===== src/rtl/bram_req_master.sv =====
// rtl/bram_req_master.sv - single-outstanding BRAM request master: one-word writes and sequential read bursts
// Drives the wrapper en/we/addr/din pins and returns read words over a valid/ready handshake.
module bram_req_master #(
  parameter int ADDR_WIDTH = 15,
  parameter int DATA_WIDTH = 32,
  parameter int LEN_WIDTH  = 8,
  parameter int TIMEOUT    = 15
) (
  input  logic                  clk,
  input  logic                  rst,
  input  logic                  cmd_valid,
  output logic                  cmd_ready,
  input  logic                  cmd_we,
  input  logic [ADDR_WIDTH-1:0] cmd_addr,
  input  logic [LEN_WIDTH-1:0]  cmd_len,
  input  logic [DATA_WIDTH-1:0] cmd_wdata,
  output logic [DATA_WIDTH-1:0] rd_data,
  output logic                  rd_valid,
  input  logic                  rd_ready,
  output logic                  done,
  output logic                  err,
  output logic                  mem_en,
  output logic                  mem_we,
  output logic [ADDR_WIDTH-1:0] mem_addr,
  output logic [DATA_WIDTH-1:0] mem_din,
  input  logic [DATA_WIDTH-1:0] mem_dout,
  input  logic                  mem_valid
);

  localparam int TW = $clog2(TIMEOUT + 1);

  typedef enum logic [2:0] {
    S_IDLE  = 3'd0,
    S_WRITE = 3'd1,
    S_REQ   = 3'd2,
    S_WAIT  = 3'd3,
    S_HOLD  = 3'd4,
    S_DONE  = 3'd5
  } state_t;

  state_t                state_q, state_d;
  logic [ADDR_WIDTH-1:0] addr_q, addr_d;
  logic [LEN_WIDTH-1:0]  rem_q, rem_d;
  logic [DATA_WIDTH-1:0] wdata_q, wdata_d;
  logic [TW-1:0]         timer_q, timer_d;

  logic                  mem_en_q, mem_en_d;
  logic                  mem_we_q, mem_we_d;
  logic [ADDR_WIDTH-1:0] mem_addr_q, mem_addr_d;
  logic [DATA_WIDTH-1:0] mem_din_q, mem_din_d;
  logic [DATA_WIDTH-1:0] rd_data_q, rd_data_d;
  logic                  rd_valid_q, rd_valid_d;
  logic                  done_q, done_d;
  logic                  err_q, err_d;

  logic                  timer_expired;

  assign timer_expired = (timer_q == TW'(TIMEOUT - 1));

  always_ff @(posedge clk) begin
    if (rst) begin
      state_q    <= S_IDLE;
      addr_q     <= '0;
      rem_q      <= '0;
      wdata_q    <= '0;
      timer_q    <= '0;
      mem_en_q   <= 1'b0;
      mem_we_q   <= 1'b0;
      mem_addr_q <= '0;
      mem_din_q  <= '0;
      rd_data_q  <= '0;
      rd_valid_q <= 1'b0;
      done_q     <= 1'b0;
      err_q      <= 1'b0;
    end else begin
      state_q    <= state_d;
      addr_q     <= addr_d;
      rem_q      <= rem_d;
      wdata_q    <= wdata_d;
      timer_q    <= timer_d;
      mem_en_q   <= mem_en_d;
      mem_we_q   <= mem_we_d;
      mem_addr_q <= mem_addr_d;
      mem_din_q  <= mem_din_d;
      rd_data_q  <= rd_data_d;
      rd_valid_q <= rd_valid_d;
      done_q     <= done_d;
      err_q      <= err_d;
    end
  end

  always_comb begin
    state_d = state_q;
    addr_d  = addr_q;
    rem_d   = rem_q;
    wdata_d = wdata_q;
    timer_d = timer_q;
    case (state_q)
      S_IDLE: begin
        if (cmd_valid) begin
          addr_d  = cmd_addr;
          rem_d   = cmd_len;
          wdata_d = cmd_wdata;
          if (cmd_we)
            state_d = S_WRITE;
          else if (cmd_len == '0)
            state_d = S_DONE;
          else
            state_d = S_REQ;
        end
      end
      S_WRITE: state_d = S_DONE;
      S_REQ: begin
        timer_d = '0;
        state_d = S_WAIT;
      end
      S_WAIT: begin
        // A response landing on the last timer cycle is still accepted.
        if (mem_valid)
          state_d = S_HOLD;
        else if (timer_expired)
          state_d = S_DONE;
        else
          timer_d = timer_q + 1'b1;
      end
      S_HOLD: begin
        if (rd_ready) begin
          addr_d  = addr_q + 1'b1;
          rem_d   = rem_q - 1'b1;
          state_d = (rem_q == LEN_WIDTH'(1)) ? S_DONE : S_REQ;
        end
      end
      S_DONE:  state_d = S_IDLE;
      default: state_d = S_IDLE;
    endcase
  end

  // Registered outputs are derived from the next state so they line up with it.
  always_comb begin
    mem_en_d   = (state_d == S_WRITE) || (state_d == S_REQ);
    mem_we_d   = (state_d == S_WRITE);
    mem_addr_d = mem_en_d ? addr_d : mem_addr_q;
    mem_din_d  = (state_d == S_WRITE) ? wdata_d : mem_din_q;
    rd_data_d  = rd_data_q;
    if (state_q == S_WAIT && mem_valid)
      rd_data_d = mem_dout;
    rd_valid_d = (state_d == S_HOLD);
    done_d     = (state_d == S_DONE);
    err_d      = (state_q == S_WAIT) && !mem_valid && timer_expired;
  end

  assign cmd_ready = (state_q == S_IDLE);
  assign mem_en    = mem_en_q;
  assign mem_we    = mem_we_q;
  assign mem_addr  = mem_addr_q;
  assign mem_din   = mem_din_q;
  assign rd_data   = rd_data_q;
  assign rd_valid  = rd_valid_q;
  assign done      = done_q;
  assign err       = err_q;

endmodule


===== config.mk =====
export PLATFORM = sky130hd
export DESIGN_NAME = bram_req_master
export DESIGN_NICKNAME = d
export VERILOG_FILES = /design/src/rtl/bram_req_master.sv
export SDC_FILE = /design/constraint.sdc
export NUM_CORES = 1
export LEC_CHECK = 0
export ABC_AREA = 1
export BUFFER_PORTS_ARGS = -buffer_cell sky130_fd_sc_hd__buf_2
export CAP_MARGIN = 20
export CORE_ASPECT_RATIO = 0.8
export CORE_MARGIN = 3
export CORE_UTILIZATION = 40
export CTS_BUF_LIST = sky130_fd_sc_hd__clkbuf_16
export DETAILED_ROUTE_END_ITERATION = 7
export GPL_TIMING_DRIVEN = 1
export HOLD_SLACK_MARGIN = 0.15
export PLACE_DENSITY = 0.62
export SLEW_MARGIN = 40
export SYNTH_ARGS = -nofsm -noshare
export SYNTH_HDL_FRONTEND = slang
export SYNTH_SLANG_ARGS = --single-unit

===== constraint.sdc =====
create_clock -name clk -period 5.6 [get_ports clk]
set_clock_uncertainty 0.15 [all_clocks]
set_input_delay 0.28 -clock clk [delete_from_list [all_inputs] [get_ports clk]]
set_output_delay 0.28 -clock clk [all_outputs]
set_load 0.01 [all_outputs]

==> summary.txt, run 1 <==
Synth
  • Sequential fraction of the synthesis area: 46.7%
  • Number of flops mapped to enable cells by yosys: 0
  • Syn Inst Count: 844
  • Mapped Nets: 942
  • Ys async rst share: 0%
  • Seq cells post-synth: 146
  • Syn avg cell area: 7.42 µm²
  • Synth Cell Area: 6260 µm²
  • Post-synth cell types: 37
  • Yosys warns: 0
  • Primary FF master, synth: dfxtp_1

STA
  • Peak Freq: 333 MHz
  • Slew Viols, Final: 0
  • Tmin final: 3.00 ns
  • Period Utilization, post-route: 53.6%
  • Final Setup Violations: 0
  • Setup TNS: 0 ns
  • Final number of hold-violating endpoints: 0
  • Actual slew at the worst max-slew pin: 0.781 ns
  • RSZ-0062 raised after global routing: no
  • Max-slew headroom: 47.8%

Floorplanning
  • # rows: 40
  • I/O pin cnt: 178
  • Total core area: 15200 µm²
  • Die height: 118 µm
  • Horiz. Die Dim: 146 µm
  • Starting Density: 41.3%
  • Die area: 17200 µm²

Clock network
  • Root buffer cell: clkbuf_16
  • Hold buffers post-CTS: 87
  • Maximum buffer depth of the clock tree: 2
  • CTS buffer count: 17
  • CTS tree: yes
  • Skew-Pair Late Insertion Delay: 0.42 ns
  • # clock sinks: 146
  • Post-cts resize count: 0
  • Post-CTS Setup Inserts: 0
  • CTS H-tree lvls: 4
  • Clk pin slew, worst setup/hold paths: 0.06 ns

Worst setup path
  • Max FO, Critical Path: 64
  • CP arrival: 3.16 ns
  • Critical Path RT: 5.76 ns
  • Crit Path Class: reg2reg
  • CP Launch Type: flop
  • CP endpoint kind: flop

Power
  • Switch Pwr: 1.32 mW
  • Switch share: 35.2%
  • Flop pwr share: 37.3%
  • Tot Pwr: 3.75 mW
  • Logic pwr share: 32.7%
  • Pleak: 4.24 nW
  • Pwr dens: 432 nW/µm²
  • Max VDD drop: 0.272 mV
  • P_int: 2.43 mW
  • Clock share of power: 30.0%

Place
  • Global placement routability congestion: 0.820
  • Port Buf Inserts: 177
  • Area after DPL: 7210 µm²
  • Cells after DPL: 1191
  • HPWL after detailed placement: 11100 µm

Run status
  • Status: finished, final reports clean

Routing
  • Final wirelength: 17700 µm
  • Total number of vias: 6127
  • Post-DRT Antenna Nets: 0
  • DR vias/cell: 4.68
  • DRT iter0 DRCs: 310
  • Residual DRC count: 0
  • 1st-pass router iterations: 5
  • WL/cell: 13.5 µm

Final layout
  • Finished Cell Area: 8660 µm²
  • Final net count: 1185
  • Share of cells above drive strength 1: 20.8%
  • Fill cells: 1414
  • Finished Layout Cells: 1310
  • Ant. Diodes: 0
  • Layout Area Growth over Synthesis: 38.3%

GRT
  • Initial antenna violation count: 0
  • Largest net degree at the start of global routing: 84
  • First-pass GRT wire length: 28900 µm
  • All-Layer GR Usage: 20.6%
  • Residual overflow from global routing: 0
  • Vias in the first global route: 5872

Hold path
  • Hold Path Class: in2reg

Run
  • Number of max-cap violations: 0
## power groups by stage
stage	registers [mW]	clock network (mW)	logic, mW
after CTS	1.40	1.15	1.23
after floorplan	1.47	0	0.800
after detailed placement	1.42	0	1.18
after global routing	1.42	1.19	1.39
final	1.40	1.12	1.23
after global placement	1.42	0	1.17
## state kept, by name, indices dropped and copies added (netlist names), 3 cells and up
name      count
mem_din      32
rd_data      32
wdata_q      32
addr_q       15
mem_addr     15
rem_q         8
timer_q       4
state_q       3
## stage by stage
step / setup slack (ns) / util [%] / hold WS, ns
after global routing: 2.32 / 57.1 / 0.302
after detailed placement: 2.61 / 47.6 / 0.302
after CTS: 2.58 / 57.1 / 0.253
after floorplan: 3.73 / - / 0.291
final: 2.60 / 57.1 / 0.271
after global placement: 2.63 / 47.5 / 0.295
## worst paths after layout
path	from	end	slack (ns)	depth (start not counted)
worst max-delay path	state_q[0]$_SDFF_PP0_	mem_din[17]$_SDFFE_PP0N_	2.60	11
worst min-delay path	rd_ready	addr_q[8]$_SDFF_PP0_	0.27	7
worst max register to register	state_q[0]$_SDFF_PP0_	mem_din[17]$_SDFFE_PP0N_	2.60	11
worst min register to register	rd_data[3]$_SDFFE_PP0P_	rd_data[3]$_SDFFE_PP0P_	0.31	2
## cell families (layout without fill, tap and decap cells)
logic type | after synthesis | in the layout | share of synthesized area [%]
fa+ha+maj | 5 | 5 | 0.999
buf+inv | 109 | 365 | 7.67
compound gates | 94 | 94 | 8.31
simple gates | 450 | 450 | 30.1
mux | 32 | 32 | 5.11
flops | 146 | 146 | 46.7
xor+xnor | 8 | 8 | 1.12
## cells in the mapped netlist, types with 5 or more instances
cell type	count	area share, %
inv_1	58	3.5
nor2_1	151	9.0
xor2_1	6	0.84
nand2_1	197	12
ha_1	5	1.0
mux2i_1	32	5.1
nand2_2	5	0.50
buf_6	8	1.4
clkbuf_1	25	1.5
o21ai_0	18	1.4
nor3_1	7	0.56
dfxtp_1	146	47
a21oi_1	56	4.5
a22oi_1	9	1.1
buf_2	7	0.56
nand3_1	70	5.6
## placed cells by master (no fill, tap or decap), drive strengths merged, types with 3 or more instances in the layout
master and n:
o21ai 18, clkinv 10, nand2 202, dlygate4sd3 87, a22oi 9, inv 68
nor3 7, nand4 4, ha 5, xor2 6, o211ai 4, a21oi 56
nand3 73, bufinv 3, mux2i 32, clkbuf 17, dfxtp 146, buf 180
nor2 156
## metal layers
layer | GRT usage (%) | vias up | wire length, µm
met2 | 32.9 | 165 | 7970
met5 | 0 | - | 0
met3 | 6.04 | 27 | 1150
met4 | 8.01 | 0 | 357
met1 | 26.3 | 2759 | 8190
li1 | - | 3176 | -
## critical path, stage by stage, from the launching register on
cell and delay [ns]:
dfxtp_1 0.43, nand2_1 0.14, nor2_4 0.62, nand2_2 0.16, nand2_2 0.14, nand2_1 0.07
nor2_2 0.15, nand3_4 0.21, inv_4 0.52, nand2_1 0.10, nand2_1 0.10, nor2_1 0.06
## layout make-up
| type | count | area, µm² | share of cell area (%) |
|---|---|---|---|
| Clock buffer | 17 | 425 | 4.91 |
| Clock inverter | 15 | 153 | 1.76 |
| Inverter | 66 | 253 | 2.92 |
| Multi-Input combinational cell | 589 | 2860 | 33.1 |
| Sequential cell | 146 | 2920 | 33.7 |
| Tap cell | 210 | 263 | 3.03 |
| Timing Repair Buffer | 267 | 1780 | 20.6 |
Power figures use the tool's default switching activity.
==> run 2, diff against run 1 <==
PLACE_DENSITY = 0.64   (was 0.62)
clock period = 2.6 ns   (was 5.6 ns; I/O delays follow)
==> summary.txt, run 2 (synthesis results as in run 1) <==
GRT
  • First-pass GRT wire length: 32200 µm
  • Vias in the first global route: 6549
  • Residual overflow from global routing: 0
  • All-Layer GR Usage: 22.8%
  • Largest net degree at the start of global routing: 44
  • Initial antenna violation count: 0

Worst setup path
  • Slowest CP cell: dlygate4sd3_1
  • Critical path buffers and inverters: 3
  • Max FO, Critical Path: 34
  • Worst path cell trace: inv_2, nand3_2, buf_6, mux2i_1, nor2_1, dlygate4sd3_1
  • CP Launch Type: flop
  • CP endpoint kind: flop
  • Critical path's top delay family: buffers and inverters
  • CP arrival: 2.56 ns
  • Crit Path Class: reg2reg
  • Crit-path max cell delay: 0.58 ns
  • Critical Path RT: 2.76 ns

Floorplanning
  • Horiz. Die Dim: 146 µm
  • # rows: 40
  • Total core area: 15200 µm²
  • Die height: 118 µm
  • I/O pin cnt: 178
  • Die area: 17200 µm²
  • Starting Density: 41.3%

STA
  • Actual slew at the worst max-slew pin: 0.496 ns
  • Period Utilization, post-route: 92.3%
  • Setup TNS: 0 ns
  • Final number of hold-violating endpoints: 0
  • RSZ-0062 raised after global routing: no
  • Slew Viols, Final: 0
  • Max-slew headroom: 66.9%
  • Final Setup Violations: 0
  • Tmin final: 2.40 ns
  • Peak Freq: 417 MHz

Routing
  • Final wirelength: 19100 µm
  • DR vias/cell: 4.70
  • Metal-1 WL: 8560 µm
  • Residual DRC count: 0
  • 1st-pass router iterations: 4
  • Metal3 WL: 1310 µm
  • WL/cell: 13.7 µm
  • Total number of vias: 6538
  • WL met2: 8920 µm
  • DRT iter0 DRCs: 355
  • Max layer used: met4
  • Post-DRT Antenna Nets: 0

Final layout
  • Finished Cell Area: 9470 µm²
  • Layout Area Growth over Synthesis: 51.2%
  • Most common cell after layout, fill and taps aside: nand2_1
  • Share of cells above drive strength 1: 20.6%
  • Fill cells: 1319
  • Final core occ: 62.5%
  • Ant. Diodes: 0
  • Most frequent cells in the layout: 197 x nand2_1, 177 x buf_2, 154 x dlygate4sd3_1
  • Final net count: 1265
  • Multi-input gate area: 2870 µm²
  • Register area: 2920 µm²

Run
  • Number of max-cap violations: 0

Clock network
  • CTS H-tree lvls: 4
  • Skew-Pair Late Insertion Delay: 0.42 ns
  • Clk pin slew, worst setup/hold paths: 0.06 ns
  • Root buffer cell: clkbuf_16
  • Maximum buffer depth of the clock tree: 2
  • CTS tree: yes
  • CTS buffer count: 17
  • # clock sinks: 146

Run status
  • Status: finished, final reports clean

Place
  • HPWL after detailed placement: 11500 µm
  • Area after DPL: 7330 µm²
  • Global placement routability congestion: 0.877
  • Port Buf Inserts: 177

Power
  • Max VDD drop: 0.609 mV
  • Tot Pwr: 8.39 mW
  • Pwr dens: 886 nW/µm²
  • Pleak: 4.58 nW

Hold path
  • Hold Path Class: in2reg
==> run 2: layer usage <==
layer	track usage (%)	up-vias
li1	-	3341
met4	6.52	0
met5	0	-
met2	37.7	186
met1	28.4	2985
met3	7.35	26
==> run 2: tightest hold or removal path: stages <==
cell and delay (ns):
buf_2 0.13, nand2_1 0.11, nor2_1 0.09, o21bai_1 0.16, a21oi_1 0.07
==> run 2: path summary, 6_finish.rpt <==
| kind | endpoint | slack (ns) | cells past startpoint | startpoint |
|---|---|---|---|---|
| max | wdata_q[4]$_SDFF_PP0_ | 0.20 | 6 | state_q[2]$_SDFF_PP0_ |
| min | addr_q[9]$_SDFF_PP0_ | 0.17 | 5 | rd_ready |
| max reg2reg | wdata_q[4]$_SDFF_PP0_ | 0.20 | 6 | state_q[2]$_SDFF_PP0_ |
| min reg2reg | rd_data[0]$_SDFFE_PP0P_ | 0.31 | 2 | rd_data[0]$_SDFFE_PP0P_ |
==> run 2: power breakdown <==
part           leakage [nW]  internal, mW  total, mW  switching [mW]
combinational          3.09          1.22       2.92            1.71
clock                 0.289          1.50       2.47           0.973
sequential             1.19          2.73       2.99           0.262
==> run 2: metrics by stage <==
step,setup slack [ns],hold slack [ns],instances
floorplan,0.732,0.141,844
global placement,0.377,0.236,1204
detailed placement,0.324,0.246,1204
CTS,0.106,0.153,1390
global route,0.0166,0.224,1390
finish,0.199,0.173,1390
==> run 2: timing repair <==
action,4_1_cts,5_1_grt
hold buffers,154,0
setup endpoints to repair,0,20
resized for setup,0,2
endpoints found under the hold margin,143,0
buffers inserted,0,0
==> run 2: layout make-up <==
cell class,count,share of cell area [%]
clock buffers,17,4.49
clock inverters,15,1.77
inverters,66,2.64
multi-input cells,589,30.3
flip-flops and latches,146,30.9
well taps,210,2.77
repair buffers,347,27.2
==> run 3, diff against run 2 <==
CORE_ASPECT_RATIO = default   (was 0.8)
GPL_ROUTABILITY_DRIVEN = 0   (was default)
==> summary.txt, run 3 (synthesis results as in run 1) <==
Power
  • Pwr dens: 860 nW/µm²
  • Tot Pwr: 8.21 mW
  • Pleak: 4.60 nW
  • Logic pwr share: 35.0%
  • Switch share: 35.1%
  • Flop pwr share: 36.4%
  • Max VDD drop: 0.495 mV
  • Clock share of power: 28.6%
  • Switch Pwr: 2.88 mW
  • P_int: 5.33 mW

Final layout
  • Share of cells above drive strength 1: 20.4%
  • Layout Area Growth over Synthesis: 52.4%
  • Ant. Diodes: 0
  • Most common cell after layout, fill and taps aside: nand2_1
  • Most frequent cells in the layout: 197 x nand2_1, 177 x buf_2, 164 x dlygate4sd3_1
  • Fill cells: 1317
  • Final core occ: 62.6%
  • Finished Layout Cells: 1399
  • Final net count: 1273

GRT
  • Initial antenna violation count: 0
  • All-Layer GR Usage: 21.1%
  • First-pass GRT wire length: 30300 µm
  • Vias in the first global route: 6484
  • Residual overflow from global routing: 0
  • Largest net degree at the start of global routing: 65

Floorplanning
  • I/O pin cnt: 178
  • Die height: 131 µm
  • Starting Density: 41.1%
  • Total core area: 15300 µm²
  • Die area: 17200 µm²
  • # rows: 45
  • Horiz. Die Dim: 131 µm

Routing
  • DR vias/cell: 4.67
  • Total number of vias: 6531
  • Post-DRT Antenna Nets: 0
  • WL/cell: 13.1 µm
  • 1st-pass router iterations: 5
  • Residual DRC count: 0
  • DRT iter0 DRCs: 316
  • Final wirelength: 18300 µm

Clock network
  • CTS H-tree lvls: 4
  • Skew-Pair Late Insertion Delay: 0.42 ns
  • Post-CTS Setup Inserts: 0
  • Maximum buffer depth of the clock tree: 2
  • Clk pin slew, worst setup/hold paths: 0.06 ns
  • # clock sinks: 146
  • CTS buffer count: 17
  • Root buffer cell: clkbuf_16
  • CTS tree: yes

STA
  • Setup ws final: 0.112 ns
  • Max-slew headroom: 55.2%
  • Peak Freq: 402 MHz
  • Period Utilization, post-route: 95.7%
  • Slew Viols, Final: 0
  • Final Setup Violations: 0
  • Tmin final: 2.49 ns
  • Actual slew at the worst max-slew pin: 0.671 ns
  • Min Hold Slack: 0.201 ns
  • Final number of hold-violating endpoints: 0

Place
  • Port Buf Inserts: 177
  • HPWL after detailed placement: 11100 µm
  • Cells after DPL: 1203
  • Pre-CTS setup slack: 0.352 ns

Worst setup path
  • Worst path cell trace: nand2_1, nor2_4, buf_12, nand3_1, dlygate4sd3_1, a21oi_1, dlygate4sd3_1
  • Crit-path max cell delay: 0.57 ns
  • Max FO, Critical Path: 32
  • Critical Path RT: 2.81 ns
  • Worst-case reg-to-reg path depth: 7
  • CP dominant cell by count: dlygate4sd3_1
  • CP Launch Type: flop
  • Crit Path Class: reg2reg
  • Slowest CP cell: dlygate4sd3_1
  • CP endpoint kind: flop
  • CP arrival: 2.70 ns

Run status
  • Status: finished, final reports clean

Run
  • Number of max-cap violations: 0

Hold path
  • Hold Path Class: in2reg
  • Hold Crit Depth: 7
## run 3: cell types whose count changed in the layout (fill, tap and decap cells not counted), sizes merged
| cell | delta |
|---|---|
| buf | -2 |
| dlygate4sd3 | +10 |
| bufinv | -1 |
| inv | +2 |
| clkinv | -1 |
## run 3: cell type report
class | instances | area (µm²) | area share, %
flip-flops and latches | 146 | 2920 | 30.6
clock buffers | 17 | 425 | 4.46
repair buffers | 355 | 2670 | 28.0
clock inverters | 15 | 143 | 1.49
well taps | 211 | 264 | 2.77
inverters | 66 | 250 | 2.62
multi-input cells | 589 | 2870 | 30.0
## run 3: metrics by stage
| stage | TNS, ns | cell area, µm² |
|---|---|---|
| final | 0 | 9550 |
| after global routing | -0.00804 | 9550 |
| after CTS | 0 | 9520 |
| after detailed placement | 0 | 7310 |
| after global placement | 0 | 7310 |
| after floorplan | 0 | 6260 |
## run 3: per-layer routing
metal	part of all wire [%]	track usage, %	vias up
met3	5.3	5.25	38
met4	2.7	9.74	0
met2	48	35.9	177
met5	0	0	-
li1	-	-	3360
met1	44	25.2	2956
## run 3: power by group through the flow
| stage | clock network, mW | logic, mW | registers (mW) |
|---|---|---|---|
| after floorplan | 0 | 1.72 | 3.16 |
| after CTS | 2.42 | 2.87 | 2.99 |
| final | 2.35 | 2.87 | 2.99 |
| after global routing | 2.49 | 3.23 | 3.05 |
| after global placement | 0 | 2.61 | 3.03 |
| after detailed placement | 0 | 2.62 | 3.03 |
## run 3: final timing paths
check	from	endpoint	slack [ns]
setup / recovery	state_q[1]$_SDFF_PP0_	rd_data[3]$_SDFFE_PP0P_	0.11
hold / removal	cmd_valid	state_q[1]$_SDFF_PP0_	0.20
setup reg to reg	state_q[1]$_SDFF_PP0_	rd_data[3]$_SDFFE_PP0P_	0.11
hold reg to reg	rd_data[16]$_SDFFE_PP0P_	rd_data[16]$_SDFFE_PP0P_	0.31
## run 3: repair_timing
item | CTS | global route
setup endpoints to repair | 0 | 15
hold buffers | 164 | 0
gates resized for setup | 0 | 5
hold endpoints to repair | 141 | 0
## run 3: critical path, delay by kind of cell, from the launching register on
family | cells | cell delay (ns)
buffers and inverters | 3 | 1.33
flip-flops | 1 | 0.42
AND/OR/NAND/NOR | 3 | 0.39
AO/OA/AOI/OAI | 1 | 0.14
